==> src/rtl/cnn_pipe_pkg.sv <==
// Shared types and helpers for the CNN datapath pipeline delay line.
package cnn_pipe_pkg;

  localparam int unsigned CH_W       = 8;
  localparam int unsigned NUM_CH_DEF = 4;

  // Default-configuration multi-channel word, ch0 in the LSBs.
  typedef logic [NUM_CH_DEF-1:0][CH_W-1:0] ch_word_t;

  typedef struct packed {
    logic        err;
    logic [31:0] value;
  } clamp_t;

  function automatic int unsigned dly_w(input int unsigned max_depth);
    return $clog2(max_depth + 1);
  endfunction

  // Clamp a requested latency into 1..max_dly, flagging any adjustment.
  function automatic clamp_t clamp_dly(input logic [31:0] req, input logic [31:0] max_dly);
    clamp_t r;
    r.err   = 1'b0;
    r.value = req;
    if (req == 32'd0) begin
      r.err   = 1'b1;
      r.value = 32'd1;
    end else if (req > max_dly) begin
      r.err   = 1'b1;
      r.value = max_dly;
    end
    return r;
  endfunction

endpackage

==> src/rtl/pipe_stage.sv <==
// One register stage of the delay line: valid bit plus channel data.
module pipe_stage #(
  parameter int unsigned W = 33
) (
  input  logic         CLK,
  input  logic         RST,
  input  logic         clr,
  input  logic         en,
  input  logic [W-1:0] d,
  output logic [W-1:0] q
);

  always_ff @(posedge CLK) begin
    if (RST || clr) begin
      q <= '0;
    end else if (en) begin
      q <= d;
    end
  end

endmodule

==> src/rtl/pipe_delay_line.sv <==
// Multi-channel register chain with runtime latency, stall, valid tagging and flush.
module pipe_delay_line
  import cnn_pipe_pkg::*;
#(
  parameter int unsigned DataWidth   = 8,
  parameter int unsigned NUM_CH      = 4,
  parameter int unsigned MAX_DEPTH   = 16,
  parameter int unsigned DEFAULT_DLY = 1,
  localparam int unsigned DLY_W      = dly_w(MAX_DEPTH)
) (
  input  logic                        CLK,
  input  logic                        RST,
  input  logic                        en,
  input  logic                        flush,
  input  logic                        cfg_load,
  input  logic [DLY_W-1:0]            cfg_delay,
  input  logic [NUM_CH*DataWidth-1:0] din,
  input  logic                        din_valid,
  output logic [NUM_CH*DataWidth-1:0] dout,
  output logic                        dout_valid,
  output logic                        busy,
  output logic [DLY_W-1:0]            cur_dly,
  output logic                        cfg_err
);

  localparam int unsigned WORD_W  = NUM_CH * DataWidth;
  localparam int unsigned STAGE_W = WORD_W + 1;

  logic               clear;
  logic [STAGE_W-1:0] stage_d [MAX_DEPTH];
  logic [STAGE_W-1:0] stage_q [MAX_DEPTH];
  logic [STAGE_W-1:0] sel;
  logic               any_valid;
  clamp_t             clamp_res;

  // A new latency invalidates everything in flight, so cfg_load also clears.
  assign clear = flush | cfg_load;

  for (genvar k = 0; k < MAX_DEPTH; k++) begin : g_stage
    if (k == 0) begin : g_head
      assign stage_d[k] = {din_valid, din};
    end else begin : g_body
      assign stage_d[k] = stage_q[k-1];
    end

    pipe_stage #(.W(STAGE_W)) u_stage (
      .CLK (CLK),
      .RST (RST),
      .clr (clear),
      .en  (en),
      .d   (stage_d[k]),
      .q   (stage_q[k])
    );
  end

  always_comb begin
    clamp_res = clamp_dly(32'(cfg_delay), 32'(MAX_DEPTH));
  end

  always_ff @(posedge CLK) begin
    if (RST) begin
      cur_dly <= DLY_W'(DEFAULT_DLY);
      cfg_err <= 1'b0;
    end else if (cfg_load) begin
      cur_dly <= DLY_W'(clamp_res.value);
      cfg_err <= cfg_err | clamp_res.err;
    end
  end

  // Output tap at cur_dly-1; busy only looks at the stages in the active window.
  always_comb begin
    sel       = '0;
    any_valid = 1'b0;
    for (int unsigned k = 0; k < MAX_DEPTH; k++) begin
      if (DLY_W'(k + 1) == cur_dly) begin
        sel = stage_q[k];
      end
      if (DLY_W'(k) < cur_dly) begin
        any_valid = any_valid | stage_q[k][STAGE_W-1];
      end
    end
  end

  assign dout       = sel[WORD_W-1:0];
  assign dout_valid = sel[STAGE_W-1];
  assign busy       = any_valid;

endmodule

==> config.mk <==
export PLATFORM = sky130hd
export DESIGN_NAME = pipe_delay_line
export DESIGN_NICKNAME = d
export VERILOG_FILES = /design/src/rtl/cnn_pipe_pkg.sv /design/src/rtl/pipe_stage.sv /design/src/rtl/pipe_delay_line.sv
export SDC_FILE = /design/constraint.sdc
export NUM_CORES = 1
export LEC_CHECK = 0
export BUFFER_PORTS_ARGS = -buffer_cell sky130_fd_sc_hd__buf_2
export CORE_UTILIZATION = 56
export DETAILED_ROUTE_END_ITERATION = 7
export GPL_TIMING_DRIVEN = 1
export PLACE_DENSITY = 0.72
export REMOVE_ABC_BUFFERS = 1
export SLEW_MARGIN = 20
export SYNTH_ARGS = -nofsm -noshare
export SYNTH_HDL_FRONTEND = slang
export SYNTH_SLANG_ARGS = --single-unit
export TNS_END_PERCENT = 5
==> constraint.sdc <==
create_clock -name CLK -period 1.72 [get_ports CLK]
set_clock_uncertainty 0.05 [all_clocks]
set_input_delay 0.172 -clock CLK [delete_from_list [all_inputs] [get_ports CLK]]
set_output_delay 0.172 -clock CLK [all_outputs]
set_load 0.02 [all_outputs]
[Word-level counts from Yosys, hierarchy flattened]
Cells that the tools add are included.
W data, S select, Z words.
Operators by class
  shift-type cells: 0
  muxes and demuxes: 34
  $mul: 0
  order comparisons: 17
  add/sub/neg operators: 0
  bitwise gates (word level): 17
  equal/unequal tests: 16
  div/mod/pow operators: 0
  reduce and logical (&&, ||, !) cells: 2
Operators by type and width (number)
  $mux W33: 18
  $eq A4 B5 Y1 const A: 8
  $lt A4 B5 Y1 const A: 8
  $eq A3 B5 Y1 const A: 4
  $lt A3 B5 Y1 const A: 4
  $or A1 B1 Y1: 17
  $mux W1: 16
  $eq A2 B5 Y1 const A: 2
  $lt A1 B5 Y1 const A: 2
  $lt A2 B5 Y1 const A: 2
  $eq A1 B5 Y1 const A: 1
  $eq A5 B5 Y1 const A: 1
  $gt A5 B5 Y1 const B: 1
  $logic_not A5 Y1: 1
  $logic_or A1 B1 Y1: 1
Storage, ports and cells
  memories: 0
  word-level logic and storage cells: 104
  input port bits: 43
  output and inout port bits: 40
  ROM bits: 0
  bits in latches: 0
  memory bits (writable): 0
  register bits after elaboration: 534

[Longest topological paths before layout]
Gate-level depths: netlist of the first run.
  depth after elaboration: 32
  depth in mapped cells: 10

[Modules after synthesis]
Synthesis of the first run repeated with hierarchy kept, for this count alone.
Unflattened totals
  cell total of the unflattened synthesis: 2586
  area, all modules: 25137.9 um2
Modules (own cells, without submodules)
  pipe_stage: times used 16, cells an instance 108, sequential area each 660.6 um2, area an instance 1218.7 um2
  pipe_delay_line: times used 1, cells an instance 858, sequential area each 120.1 um2, area an instance 5639.2 um2

[Worst setup path after synthesis of the first run]
Ideal clock, no wire load.
  path type: register to output
  start point: register cur_dly[2]
  end point: output port dout[15]
  arrival time: 2.240 ns
  required time: 1.498 ns
  stages on the path, launching flop included: 9
  setup slack: -0.742 ns
  cell sequence: dfxtp_1 buf_6 nor2b_1 clkbuf_1 clkbuf_1 a21oi_1 nor2_1 a21oi_1 o311ai_0
Between the ends
  longest elaborated chain between the ends: 17
  elaborated cells between the ends (all ways): 32
  classes of those cells: eq/ne (16); mux (16)
Ends and longest elaborated chain
  start, declared: line pipe_delay_line.sv:22  | output logic [DLY_W-1:0] cur_dly,
  start signal, assigned: line pipe_delay_line.sv:62  | cur_dly <= DLY_W'(DEFAULT_DLY);
  start signal, assigned: line pipe_delay_line.sv:65  | cur_dly <= DLY_W'(clamp_res.value);
  $eq A1 B5 Y1: line pipe_delay_line.sv:75  | if (DLY_W'(k + 1) == cur_dly) begin
  $mux W33 (15 in series): line pipe_delay_line.sv:75
  $mux W33 (*): line pipe_delay_line.sv:75
  end, declared: line pipe_delay_line.sv:19  | output logic [NUM_CH*DataWidth-1:0] dout,
Every way passes the cells marked *; elsewhere a longest branch is shown, timed or not.

[Worst setup path in the final report of the first run]
  start point: register cur_dly[2]
  end point: output port busy
Between the ends
  longest elaborated chain between the ends: 32
  elaborated cells between the ends (all ways): 47
  classes of those cells: order compare (16); mux (16); bitwise (15)
Ends and longest elaborated chain
  $lt A1 B5 Y1: line pipe_delay_line.sv:78  | if (DLY_W'(k) < cur_dly) begin
  $mux W1: line pipe_delay_line.sv:78
  $or A1 B1 Y1: line pipe_delay_line.sv:79  | any_valid = any_valid | stage_q[k][STAGE_W-1];
  $mux W1: line pipe_delay_line.sv:78
  $or A1 B1 Y1: line pipe_delay_line.sv:79
  $mux W1: line pipe_delay_line.sv:78
  $or A1 B1 Y1: line pipe_delay_line.sv:79
  $mux W1: line pipe_delay_line.sv:78
  (+16 left out)
  $or A1 B1 Y1: line pipe_delay_line.sv:79
  $mux W1: line pipe_delay_line.sv:78
  $or A1 B1 Y1: line pipe_delay_line.sv:79
  $mux W1: line pipe_delay_line.sv:78
  $or A1 B1 Y1: line pipe_delay_line.sv:79
  $mux W1: line pipe_delay_line.sv:78
  $or A1 B1 Y1: line pipe_delay_line.sv:79
  $mux W1 (*): line pipe_delay_line.sv:78
  end, declared: line pipe_delay_line.sv:21  | output logic busy,
Marked as above.

==> impl_metrics.ini, run 1 <==
[synth]
netlist_top_cells_count = 619 x nor2_1, 552 x mux2i_1, 534 x dfxtp_1
yosysMostFrequentCell = nor2_1
syn_area_um2 = 24300
synth_area_leaders = dfxtp_1 44%, mux2i_1 23%, nor2_1 9.6%
ys_types = 86
yosysTopAreaCellShare_pct = 44.0
async_flop_share_pct = 0
ys.flop_type = dfxtp_1
synth_area_per_cell_um2 = 9.03
syn-instance-count = 2689
yosysSeqAreaShare_pct = 44.0
synth_edf_count = 0
ys_ff_latch = 534
yosysWarnings = 0
synth_top_cell_by_area = dfxtp_1

[timing]
post-route-period-util_pct = 176
grt_setup_unrepaired = true
hold_viol = 0
slew_violations = 0
holdWs_ns = 0.0235
finalSetupTns_ns = -41.77
slew-limit-headroom_pct = 63.3
setup_viol = 35
worst_slew_pin_slew_ns = 0.551
layout_setup_ws_ns = -1.31
finalWorstPathRequiredPeriod_ns = 3.03
fmax_mhz = 330

[worst_setup_path]
endpoint_kind = output pin
timing.rr.start = cur_dly[0]
cp_max_fo = 21
required_ns = 1.50
reg2reg_depth = 5
path_class = reg2out
arrival_ns = 2.81
cp-startpoint = cur_dly[2]
cp-start-kind = flip-flop

[status]
outcome = finished, violations left
violations = negative setup slack

[global_routing]
grt_start_max_net_pins = 62
antenna_found_initial = 3
grt_pass1_vias = 21400
grt_usage_pct = 36.2
overflow = 0
grt_pass1_wl_um = 124000

[drt]
drcViolationCount = 0
wl_per_cell_um = 22.1
routed_via_density = 6.02
routed-via-count = 22100
wl_um = 80900
first_pass_iters = 7
antenna_left = 0
drt_iter0_drc = 2560

[placement]
gp_congestion = 0.971
io_buffers = 82
post_dp_cell_area_um2 = 27800
dp.cells = 3516
place_ws_ns = -0.881
dp_hpwl_um = 56700

[die]
num_rows = 75
core-area_um2 = 42300
start_util_pct = 57.4
die-area_um2 = 44200
boundaryPins = 83
die_h_um = 210
die_w_um = 210

[power]
p_per_area_nw_per_um2 = 898
pwr-share-seq_pct = 45.1
pwr-share-comb_pct = 10.1
power.total_mw = 27.6
clockPowerShare_pct = 44.8
ir_worst_vdd_v = 0.000827
p_int_mw = 20.9
p_sw_mw = 6.66
p_leak_nw = 12.9
sw_frac_of_total_pct = 24.2

[clocking]
htreeDepth = 2
cts_tree = yes
cts-root-buf = clkbuf_16
clk_path_buf_depth = 3
clk_pin_slew_ns = 0.06
cts_buffers = 55
clk_latency_ns = 0.61
cts_sinks = 534

[min_path]
min_from = cfg_load
min_path_cells = 4
hp-class = in2reg

[cells_and_area]
final_area_um2 = 30700
drive_above_1_share_pct = 22.1
nets = 3090
stdcell_count = 3665
area_growth_pct = 26.5
final_core_util_pct = 72.6
antenna_cells = 0

[run]
max_cap_viol_count = 0
-- worst max-delay path, stage by stage (launching register included) --
cell       delay, ns
dfxtp_2         0.37
buf_12          0.18
and3b_4         0.35
nand2_4         0.10
a211oi_2        0.28
nor2_1          0.08
a2111oi_2       0.32
nand4b_1        0.26
buf_4           0.24
-- area by class of cell --
class,count,area (um^2)
Clock inverter,16,191
Timing Repair Buffer,518,4510
Sequential cell,534,10700
Clock buffer,84,1690
Tap cell,577,722
Inverter,14,52.6
Multi-Input combinational cell,1922,12800
Fill cell,3101,11600
-- flip-flops by register name (all words and copies together), names as in the netlist --
| register | cells |
|---|---|
| cfg_err | 1 |
| g_stage.u_stage.q | 528 |
| cur_dly | 5 |
-- placed cells by master, fill, tap and decap left out, types with 17 or more instances in the layout --
cell	n
o221ai_1	17
mux2i_1	552
o211ai_1	24
o21ai_1	17
buf_2	61
nand3_1	32
nor3_1	22
buf_12	45
nand2_1	97
a21oi_1	140
buf_4	347
o21ai_0	96
nand2b_1	18
nor2_1	611
o22ai_1	32
clkbuf_16	57
dfxtp_1	529
dlygate4sd3_1	44
-- per-layer routing --
metal | GRT usage [%] | share of wire (%) | up-vias
met5 | 0 | 0.028 | -
met4 | 14.9 | 3.9 | 4
met3 | 4.93 | 7.9 | 197
met2 | 57.1 | 45 | 966
met1 | 49.8 | 43 | 10700
li1 | - | - | 10200
-- power by group through the flow --
stage               clock [mW]  combinational [mW]  sequential [mW]
floorplan                    0               0.954             12.8
global placement             0                2.48             12.7
detailed placement           0                2.50             12.7
CTS                       12.4                2.66             12.4
global route              13.0                2.88             12.4
finish                    12.4                2.78             12.4
-- worst paths after layout --
path                                    end  slack, ns
setup / recovery                       busy      -1.31
hold / removal                   cur_dly[1]       0.02
setup reg to reg                 cur_dly[0]       0.26
hold reg to reg   g_stage[15].u_stage.q[18]       0.45
-- kinds of logic after synthesis --
family | after synthesis | synth area share, %
simple gates | 878 | 15.6
mux | 557 | 23.0
flops | 534 | 44.0
fa+ha+maj | 2 | 0.103
compound gates | 485 | 12.7
buf+inv | 233 | 4.53
-- what timing repair did --
item / CTS / global route
setup buffers: 2 / 4
endpoints found under the setup margin: 39 / 40
hold endpoints to repair: 40 / 0
resized for setup: 98 / 49
pin swaps: 14 / 21
hold buffers: 44 / 0
Note: power is estimated with default switching activity, not from simulation.
==> run 2, diff against run 1 <==
Settings changed: CELL_PAD_IN_SITES_DETAIL_PLACEMENT set to 1, CELL_PAD_IN_SITES_GLOBAL_PLACEMENT set to 2, CORE_UTILIZATION 56 to 36, PLACE_DENSITY 0.72 to 0.73.
==> run 2 against run 1 <==
Compared with the run above:
- the run still ends with negative setup slack left
- routed wire length increased by 15%
- final cell count increased by 10%
- register-to-register slack got worse by 0.17 ns
- largest power group is now the clock network
- worst setup slack got worse by 0.053 ns
- sequential cell count unchanged
- largest cell class unchanged
- die area increased by 55%
- critical path type unchanged
- critical endpoint is now dout[28]
- highest routed layer is now met4
==> impl_metrics.ini, run 2 (synthesized netlist as in run 1, its figures left out) <==
[worst_setup_path]
cp_max_fo = 7
crit_path_cell_trace = buf_4 > nor3_4 > buf_12 > buf_12 > o21ai_1 > a21oi_2 > a211oi_2 > o211ai_1 > a221o_1 > buf_2
arrival_ns = 2.86
cp_slowest_cell = dfxtp_4
max_stage_delay_ns = 0.39
path_class = reg2out
endpoint_kind = output pin
required_ns = 1.50
cpMostUsedCell = buf_12
cp-start-kind = flip-flop

[cells_and_area]
regMostFlops = g_stage.u_stage.q
final_core_util_pct = 49.1
fillerInstances = 7489
antenna_cells = 0
nets = 3187
drive_above_1_share_pct = 26.0
stdcell_count = 4047
area_growth_pct = 33.8
final_cell_mix = 608 x nor2_1, 552 x mux2i_1, 529 x dfxtp_1, 407 x buf_4, 126 x a21oi_1
largest_registers = g_stage.u_stage.q: 528 flops, cur_dly: 5 flops, cfg_err: 1 flops
largest_reg_flops = 528
final_common_cell = nor2_1
final_area_um2 = 32500

[placement]
gp_congestion = 0.935
io_buffers = 82
dp.cells = 3857
post_dp_cell_area_um2 = 28700
dp_hpwl_um = 67000

[clocking]
cts_tree = yes
clk_path_buf_depth = 3
cts-root-buf = clkbuf_16
clk_pin_slew_ns = 0.06
htreeDepth = 2
cts_sinks = 534
clk_latency_ns = 0.62
cts_buffers = 60

[die]
core-area_um2 = 66200
die-area_um2 = 68500
boundaryPins = 83
die_w_um = 262
num_rows = 94
die_h_um = 262
start_util_pct = 36.7

[timing]
finalWorstPathRequiredPeriod_ns = 3.08
post-route-period-util_pct = 179
layout_setup_ws_ns = -1.36
worst_slew_pin_slew_ns = 0.523
grt_setup_unrepaired = true
setup_viol = 38
fmax_mhz = 324
slew-limit-headroom_pct = 65.0
holdWs_ns = 0.0152
hold_viol = 0
slew_violations = 0

[drt]
wl_um = 92900
wl_per_cell_um = 23.0
antenna_left = 0
routed-via-count = 22100
first_pass_iters = 7
routed_via_density = 5.45
drt_iter0_drc = 1375
drcViolationCount = 0

[min_path]
hp-class = in2reg

[global_routing]
overflow = 0
antenna_found_initial = 0
grt_pass1_wl_um = 138000
grt_usage_pct = 26.3
grt_pass1_vias = 22400
grt_start_max_net_pins = 95

[power]
p_per_area_nw_per_um2 = 876
ir_worst_vdd_v = 0.000843
p_leak_nw = 13.6

[status]
violations = negative setup slack
outcome = finished, violations left

[run]
max_cap_viol_count = 0
[run 2: where the power goes]
| group | leakage, nW | switching, mW | internal [mW] |
|---|---|---|---|
| Clock | 0.963 | 5.33 | 7.57 |
| Combinational | 8.32 | 1.73 | 1.40 |
| Sequential | 4.30 | 0.0377 | 12.4 |
[run 2: cell type report]
class | count | area, um^2 | area share [%]
sequential | 534 | 10700 | 33.0
tap | 864 | 1080 | 3.33
clock inverter | 14 | 155 | 0.477
timing repair buffer | 610 | 5510 | 17.0
clock buffer | 89 | 1790 | 5.51
multi-input combinational | 1922 | 13200 | 40.6
inverter | 14 | 56.3 | 0.173
[run 2: through the flow]
stage               worst slack [ns]   TNS, ns  power (mW)
detailed placement             -1.12    -27.46        15.4
CTS                            -1.41    -47.16        28.4
finish                         -1.36    -43.26        28.5
floorplan                      -7.20  -3924.88        13.7
global route                   -1.41    -45.63        29.3
global placement               -1.13    -27.41        15.4
[run 2: critical path: cells and delay by family, from the launching register on]
family | cells | cell delay (ns)
flip-flops | 1 | 0.39
buffers and inverters | 4 | 0.65
AND/OR/NAND/NOR | 1 | 0.33
AO/OA/AOI/OAI | 5 | 0.86
[run 2: path summary, 6_finish.rpt]
kind	from	end	slack, ns	depth (start not counted)
hold reg to reg	g_stage[15].u_stage.q[16]	g_stage[15].u_stage.q[16]	0.45	2
setup / recovery	cur_dly[2]	dout[28]	-1.36	10
hold / removal	cfg_load	cur_dly[1]	0.02	4
setup reg to reg	cur_dly[0]	cur_dly[0]	0.09	7
[run 2: what timing repair did]
item	in CTS	in global routing
hold endpoints to repair	52	0
resized for setup	51	223
gates cloned	0	2
endpoints found under the setup margin	38	39
pin swaps	16	76
buffers inserted	8	38
hold buffers	44	0
[run 2: routing by layer]
layer / wire length, um / up-vias / part of all wire (%) / GRT usage (%)
li1: - / 10300 / - / -
met1: 43500 / 11100 / 47 / 36.3
met2: 43200 / 451 / 47 / 43.1
met5: 0 / - / 0 / 0
met4: 2750 / 0 / 3.0 / 7.61
met3: 3420 / 145 / 3.7 / 3.12
